**config.mk**
```make
export PLATFORM = sky130hd
export DESIGN_NAME = vid_timing_gen_flat
export DESIGN_NICKNAME = d
export VERILOG_FILES = /design/src/rtl/vid_timing_if.sv /design/src/rtl/vid_timing_gen.sv /design/src/flat_wrapper.sv
export SDC_FILE = /design/constraint.sdc
export NUM_CORES = 1
export LEC_CHECK = 0
export CAP_MARGIN = 10
export CORE_UTILIZATION = 30
export DETAILED_ROUTE_END_ITERATION = 16
export PLACE_DENSITY = 0.52
export SLEW_MARGIN = 5
export SYNTH_ARGS = -nofsm -noshare
export SYNTH_HDL_FRONTEND = slang
export SYNTH_SLANG_ARGS = --single-unit
```
**constraint.sdc**
```tcl
create_clock -name clk -period 2.5 [get_ports clk]
set_clock_uncertainty 0.05 [all_clocks]
set_input_delay 0.5 -clock clk [delete_from_list [all_inputs] [get_ports clk]]
set_output_delay 0.5 -clock clk [all_outputs]
set_load 0.1 [all_outputs]
```
**src/rtl/vid_timing_if.sv**
```systemverilog
// Raster timing bundle between vid_timing_gen and its consumers.
// The generator takes pix_en in and drives the pixel stream and monitor levels.
interface vid_timing_if;
  logic pix_en;
  logic out_req;
  logic out_eol;
  logic out_eof;
  logic out_vsync;
  logic out_blank;
  logic vga_hsync;
  logic vga_vsync;

  modport master (
    input  pix_en,
    output out_req,
    output out_eol,
    output out_eof,
    output out_vsync,
    output out_blank,
    output vga_hsync,
    output vga_vsync
  );

  modport slave (
    output pix_en,
    input  out_req,
    input  out_eol,
    input  out_eof,
    input  out_vsync,
    input  out_blank,
    input  vga_hsync,
    input  vga_vsync
  );
endinterface

```
**src/rtl/vid_timing_gen.sv**
```systemverilog
// Programmable raster timing generator, pixel rate set by pix_en.
// Outputs are registered decodes of the position held before the advance.
module vid_timing_gen #(
  parameter int H_ACTIVE = 1280,
  parameter int H_FP     = 48,
  parameter int H_SYNC   = 112,
  parameter int H_BP     = 248,
  parameter int V_ACTIVE = 1024,
  parameter int V_FP     = 1,
  parameter int V_SYNC   = 3,
  parameter int V_BP     = 38,
  parameter int H_POL    = 1,
  parameter int V_POL    = 1
) (
  input  logic clk,
  input  logic reset_,
  vid_timing_if.master vif
);

  localparam int H_TOTAL =
    H_ACTIVE + H_FP + H_SYNC + H_BP;
  localparam int V_TOTAL =
    V_ACTIVE + V_FP + V_SYNC + V_BP;

  // One extra bit so sync ends at the very
  // last count (total = 4096/2048) still fit.
  localparam logic [12:0] HA =
    13'(H_ACTIVE);
  localparam logic [12:0] HA_L =
    13'(H_ACTIVE - 1);
  localparam logic [12:0] HS_B =
    13'(H_ACTIVE + H_FP);
  localparam logic [12:0] HS_E =
    13'(H_ACTIVE + H_FP + H_SYNC);
  localparam logic [11:0] H_END =
    12'(H_TOTAL - 1);

  localparam logic [11:0] VA =
    12'(V_ACTIVE);
  localparam logic [11:0] VA_L =
    12'(V_ACTIVE - 1);
  localparam logic [11:0] VS_B =
    12'(V_ACTIVE + V_FP);
  localparam logic [11:0] VS_E =
    12'(V_ACTIVE + V_FP + V_SYNC);
  localparam logic [10:0] V_END =
    11'(V_TOTAL - 1);

  localparam logic HP = 1'(H_POL);
  localparam logic VP = 1'(V_POL);

  logic [11:0] h, h_nxt;
  logic [10:0] v, v_nxt;
  logic [12:0] hx;
  logic [11:0] vx;

  logic active, eol_d, eof_d, vsp_d;
  logic hs_on, vs_on;

  logic req_q, eol_q, eof_q, vsp_q;
  logic blank_q, hs_q, vs_q;

  always_comb begin
    hx = {1'b0, h};
    vx = {1'b0, v};
    active = (hx < HA) && (vx < VA);
    eol_d  = active && (hx == HA_L);
    eof_d  = eol_d && (vx == VA_L);
    vsp_d  = (h == '0) && (vx == VS_B);
    hs_on  = (hx >= HS_B) && (hx < HS_E);
    vs_on  = (vx >= VS_B) && (vx < VS_E);
  end

  always_comb begin
    h_nxt = h;
    v_nxt = v;
    unique case (1'b1)
      !vif.pix_en: ;
      vif.pix_en && (h != H_END):
        h_nxt = h + 12'd1;
      vif.pix_en && (h == H_END): begin
        h_nxt = '0;
        v_nxt = (v == V_END) ? '0
                             : v + 11'd1;
      end
    endcase
  end

  always_ff @(posedge clk) begin
    if (!reset_) begin
      h       <= '0;
      v       <= '0;
      req_q   <= 1'b0;
      eol_q   <= 1'b0;
      eof_q   <= 1'b0;
      vsp_q   <= 1'b0;
      blank_q <= 1'b1;
      hs_q    <= ~HP;
      vs_q    <= ~VP;
    end else begin
      h     <= h_nxt;
      v     <= v_nxt;
      req_q <= vif.pix_en && active;
      eol_q <= vif.pix_en && eol_d;
      eof_q <= vif.pix_en && eof_d;
      vsp_q <= vif.pix_en && vsp_d;
      // Levels only move on pixel strobes.
      if (vif.pix_en) begin
        blank_q <= !active;
        hs_q    <= hs_on ? HP : ~HP;
        vs_q    <= vs_on ? VP : ~VP;
      end
    end
  end

  assign vif.out_req   = req_q;
  assign vif.out_eol   = eol_q;
  assign vif.out_eof   = eof_q;
  assign vif.out_vsync = vsp_q;
  assign vif.out_blank = blank_q;
  assign vif.vga_hsync = hs_q;
  assign vif.vga_vsync = vs_q;

endmodule

```
**src/flat_wrapper.sv**
```systemverilog
// flat-port wrapper written by rule: the top's interface ports become plain ports
module vid_timing_gen_flat 
#(
  parameter int H_ACTIVE = 1280,
  parameter int H_FP     = 48,
  parameter int H_SYNC   = 112,
  parameter int H_BP     = 248,
  parameter int V_ACTIVE = 1024,
  parameter int V_FP     = 1,
  parameter int V_SYNC   = 3,
  parameter int V_BP     = 38,
  parameter int H_POL    = 1,
  parameter int V_POL    = 1
)
  (clk, reset_, vif_pix_en, vif_out_req, vif_out_eol, vif_out_eof, vif_out_vsync, vif_out_blank, vif_vga_hsync, vif_vga_vsync);
  vid_timing_if vif_i ();
  input  logic clk;
  input  logic reset_;
  input wire logic [$bits(vif_i.pix_en)-1:0] vif_pix_en;
  output wire logic [$bits(vif_i.out_req)-1:0] vif_out_req;
  output wire logic [$bits(vif_i.out_eol)-1:0] vif_out_eol;
  output wire logic [$bits(vif_i.out_eof)-1:0] vif_out_eof;
  output wire logic [$bits(vif_i.out_vsync)-1:0] vif_out_vsync;
  output wire logic [$bits(vif_i.out_blank)-1:0] vif_out_blank;
  output wire logic [$bits(vif_i.vga_hsync)-1:0] vif_vga_hsync;
  output wire logic [$bits(vif_i.vga_vsync)-1:0] vif_vga_vsync;
  assign vif_i.pix_en = vif_pix_en;
  assign vif_out_req = vif_i.out_req;
  assign vif_out_eol = vif_i.out_eol;
  assign vif_out_eof = vif_i.out_eof;
  assign vif_out_vsync = vif_i.out_vsync;
  assign vif_out_blank = vif_i.out_blank;
  assign vif_vga_hsync = vif_i.vga_hsync;
  assign vif_vga_vsync = vif_i.vga_vsync;
  vid_timing_gen #(.H_ACTIVE(H_ACTIVE), .H_FP(H_FP), .H_SYNC(H_SYNC), .H_BP(H_BP), .V_ACTIVE(V_ACTIVE), .V_FP(V_FP), .V_SYNC(V_SYNC), .V_BP(V_BP), .H_POL(H_POL), .V_POL(V_POL)) u_core (.clk(clk), .reset_(reset_), .vif(vif_i));
endmodule
```
==> Word level (Yosys, flattened, before mapping) <==
Index checks and enable logic that the tools add are counted.
{ "word_totals": {"ram_bits": 0, "register_bits": 30, "elab_cells": 42, "inputBits": 3, "latchBits": 0, "romBits": 0, "mem_count": 0, "output_inout_bits": 7} }
{ "op_classes": {"addsub": 2, "muxes": 4, "n_mul": 0, "reduce_logical": 15, "n_lt_le_gt_ge": 6, "bitwise_logic": 0, "n_shift": 0, "eq_ne": 6, "div": 0} }
{ "ops": {"columns": ["op", "count"], "rows": [
  ["$eq 12x11->1 const B", 2],
  ["$lt 12x11->1 const B", 2],
  ["$pmux 12 s2", 1],
  ["$eq 11x11->1 const B", 2],
  ["$lt 11x11->1 const B", 2],
  ["$add 12x1->12 const B", 1],
  ["$ge 12x11->1 const B", 1],
  ["$logic_and 1x1->1", 12],
  ["$logic_not 12->1", 1],
  ["$ne 12x11->1 const B", 1],
  ["$add 11x1->11 const B", 1],
  ["$eq 11x10->1 const B", 1],
  ["$ge 11x11->1 const B", 1],
  ["$mux 11", 1],
  ["$mux 1", 2],
  ["$reduce_bool 2->1", 1],
  ["$logic_not 1->1", 1]
]} }

==> Depth between registers and ports, before layout <==
{ "logic_depth": {"depth_word": 5, "ltp_mapped": 7, "mapped_depth_nobuf": 6} }

==> Worst setup path after synthesis <==
Ideal clock, no wire load.
{ "synth_path": {"path_type": "in2reg", "start": "input vif_pix_en", "end": "register u_core.v[7]", "path_slack_ns": 0.441, "path_buffers": 1, "t_arrival_ns": 1.939, "stages": 5, "setup_ns": 0.071, "required_ns": 2.379, "cell_sequence": "clkbuf_1 nand3_1 or4_4 or4b_1 a21oi_1"} }
{ "synth_between": {"elab_chain_len": 1} }
{ "synth_lines": {"columns": ["element", "line_no", "source"], "rows": [
  ["start, declared", "flat_wrapper.sv:19", "input wire logic [$bits(vif_i.pix_en)-1:0] vif_pix_en;"],
  ["$logic_and 1x1->1", "vid_timing_gen.sv:81", "vif.pix_en && (h == H_END): begin"],
  ["end signal, assigned", "vid_timing_gen.sv:102", "v <= v_nxt;"],
  ["end, declared", "vid_timing_gen.sv:53", "logic [10:0] v, v_nxt;"]
]} }
Every way passes these cells.
A chain may end at the register's enable or synchronous reset.

==> Worst setup path after layout <==
{ "layout_path": {"start": "input vif_pix_en", "end": "register u_core.eof_q (netlist: u_core.vif.out_eof)"} }
{ "layout_between": {"elab_chain_len": 1} }
{ "layout_lines": {"columns": ["element", "line_no", "source"], "rows": [
  ["$logic_and 1x1->1", "vid_timing_gen.sv:105", "eof_q <= vif.pix_en && eof_d;"],
  ["end signal, assigned", "vid_timing_gen.sv:105", null],
  ["end, declared", "vid_timing_gen.sv:60", "logic req_q, eol_q, eof_q, vsp_q;"]
]} }
Every way passes these cells.

==> metrics <==
initial standard-cell utilization of the core=0.313; worst setup slack before clock tree synthesis=-0.0126 ns; total DRC errors in the routed layout=0; Worst R2R Setup Slack=0.28 ns; Max stage delay on crit path=0.53 ns; estimated wirelength of the detail-placed design=2.39 mm; share of async-settable or async-resettable flops after synthesis=0; number of failing setup endpoints in the final timing report=0; Gate Count Post-Synth=182; Final Hold Vio Count=0; port buffer count=9; worst-path cell chain=clkdlybuf4s50_1, inv_1, or4_1, or4_1, nor4_1; Synthesized Nets=189; TritonCTS buffer count=5; kind of start point of the critical path=primary input; Detailed Route Iter0 Violations=62; switching pwr=0.230 mW; number of max-cap violations=0; largest net degree at the start of global routing=15; worst hold slack=0.455 ns; internal power component=0.727 mW; Tcrit/Tclk final=0.890; final core utilization=0.379; total standard cell area after synthesis=0.00149 sq mm; Overall Power=0.957 mW; transition time at the pin with the least slew margin=0.460 ns; proportion of power drawn by the clock network=0.427; total via count after detailed routing=1327; post-synth cell types=38; RSZ-0062 raised after global routing=false; # hold bufs at CTS=0; total grt overflow=0; clock latency on the worst-skew pair=0.28 ns; post-DR wirelength/cell=12.7 um; TritonCTS clock tree=yes; Setup crit end kind=flop; Hold Crit Depth=2; first-pass detailed-route iteration total=4; detailed-route vias per instance=4.95; arrival time at the worst endpoint=2.35 ns; Hold Crit Endpoint=u_core.vif.vga_hsync; Synth warnings=0; NumNets Final=207; WP buf/inv=2; via count of the first global-routing pass=1176; total setup buffers inserted after CTS=0; most used cells in the layout excluding fill and tap cells=dfxtp_1, nand2_1, buf_4; overall die width=72.5 um; fmax=450 MHz; wire length of the first global-routing pass=5.84 mm; number of resized instances in the post-cts repair step=0; core area=0.00475 sq mm; switching power as a share of total power=0.241; Setup Crit Path Kind=in -> reg; synthesized area per cell=8.19 sq um; post-route setup slack=0.276 ns; most used flip-flop cell after synthesis=dfxtp_1; Min Clock Period, post-route=2.22 ns; terminus of the critical flop-to-flop path=u_core.v[7]; number of storage elements in the synthesis netlist=30; fraction of layout instances using a drive strength above 1=0.154; post-route antenna net violation count=0; static power due to leakage=0.619 nW; Post-Layout Cell Count=268; launch point of the worst hold path=u_core.vif.vga_hsync; CP Max Fanout=2; clock transition at the registers of the reported paths=0.06 ns; antenna diode count=0; final weighted congestion of routability-driven global placement=0.757; Critical R2R Launch=u_core.h[1]; cell area power density=530 mW/mm^2; depth of the worst register-to-register path=5; Die Ht=72.5 um; Slowest-stage cell, CP=or4_1; family of cells with the greatest summed delay on the critical path=simple AND/OR/NAND/NOR gates; most common cell after layout, fill and taps aside=dfxtp_1; number of max-slew violations in the final report=0; Sink Count=30; relative slew slack=0.691; Routed Wire Length=3.40 mm; proportion of synthesized chip area in sequential cells=0.403; htree depth=2; instance count after placement with tap cells included=260; post-synthesis to final-layout area growth=21.1%; most numerous cell on the critical path=or4_1; global routing usage summed across all routing layers=0.144; type of the worst min-delay path=reg -> reg; run status=completed; boundary pin count=10; logic gate share of total power=0.061; power share of the sequential group=0.512; initial antenna violation count=0; count of flip-flops with a built-in enable after synthesis=0; buffers from clock root to sink, at most=2; number of placement rows=25; data required time of the critical path=2.63 ns; peak supply drop=0.179 mV; die area=0.00525 sq mm; buffer cell driving the clock tree root=clkbuf_8
-- synthesized netlist by cell type (all sizes together), types with 6 or more instances --
library cell   n  area [sq um]
dfxtp         30           601
nand2         21          78.8
nor2          18          67.6
a21oi         12          60.1
nand3         10          50.1
clkbuf         8          30.0
nand4          7          43.8
xnor2          7          61.3
inv            6          22.5
nor3           6          30.0
nor4           6          43.8
-- worst max path at each step --
stage                     start                 end  slack [ns]  cells after the start
floorplan            vif_pix_en         u_core.v[7]        0.44                      5
global placement     vif_pix_en  u_core.vif.out_eof        0.04                      5
detailed placement   vif_pix_en  u_core.vif.out_eof       -0.01                      5
CTS                 u_core.h[1]         u_core.v[7]        0.28                      5
global route         vif_pix_en  u_core.vif.out_eof        0.17                      5
finish               vif_pix_en  u_core.vif.out_eof        0.28                      5
-- area by class of cell --
class / instances / area (sq um)
clock buffers: 7 / 86.3
clock inverters: 1 / 5.00
fillers: 519 / 2950
inverters: 6 / 22.5
multi-input cells: 135 / 823
flip-flops and latches: 30 / 601
well taps: 67 / 83.8
repair buffers: 22 / 183
-- metal layers --
metal	wire (um)	global-route usage	up-vias
met5	0	0	-
met4	52	0.0654	0
met3	129	0.0347	5
met2	1350	0.194	24
met1	1860	0.213	605
li1	-	-	693
-- registers in the layout, summed over array words and instances, names as in the netlist --
| signal | count |
|---|---|
| u_core.h | 12 |
| u_core.v | 11 |
| u_core.vif.out_blank | 1 |
| u_core.vif.out_eof | 1 |
| u_core.vif.out_eol | 1 |
| u_core.vif.out_req | 1 |
| u_core.vif.out_vsync | 1 |
| u_core.vif.vga_hsync | 1 |
| u_core.vif.vga_vsync | 1 |
-- metrics by stage --
step / setup TNS (ns) / cell area (sq um)
floorplan: 0 / 1490
global placement: 0 / 1710
detailed placement: -0.0126 / 1710
CTS: 0 / 1800
global route: 0 / 1800
finish: 0 / 1800
-- cell families (layout without fill, tap and decap cells) --
group | after synthesis | count (layout) | share of synthesized area
AOI/OAI and AO/OA | 28 | 28 | 0.117
xor gates and xnor gates | 10 | 10 | 0.0588
adders and majority gates | 4 | 4 | 0.0336
buffers and inverters | 17 | 36 | 0.0445
DFF | 30 | 30 | 0.403
and+or+nand+nor | 93 | 93 | 0.343
-- tightest hold or removal path, cell delays in order, from the launching register on --
cell and delay [ns]:
dfxtp_1 0.33, a21oi_1 0.07, nor2_1 0.07
-- power groups by stage --
stage / Combinational (mW) / Sequential [mW] / Clock [mW]
6_report: 0.0582 / 0.490 / 0.409
4_1_cts: 0.0590 / 0.490 / 0.418
5_1_grt: 0.0635 / 0.491 / 0.436
2_1_floorplan: 0.0222 / 0.514 / 0
3_5_place_dp: 0.0590 / 0.501 / 0
3_3_place_gp: 0.0587 / 0.501 / 0
(Power assumes the default switching activity.)
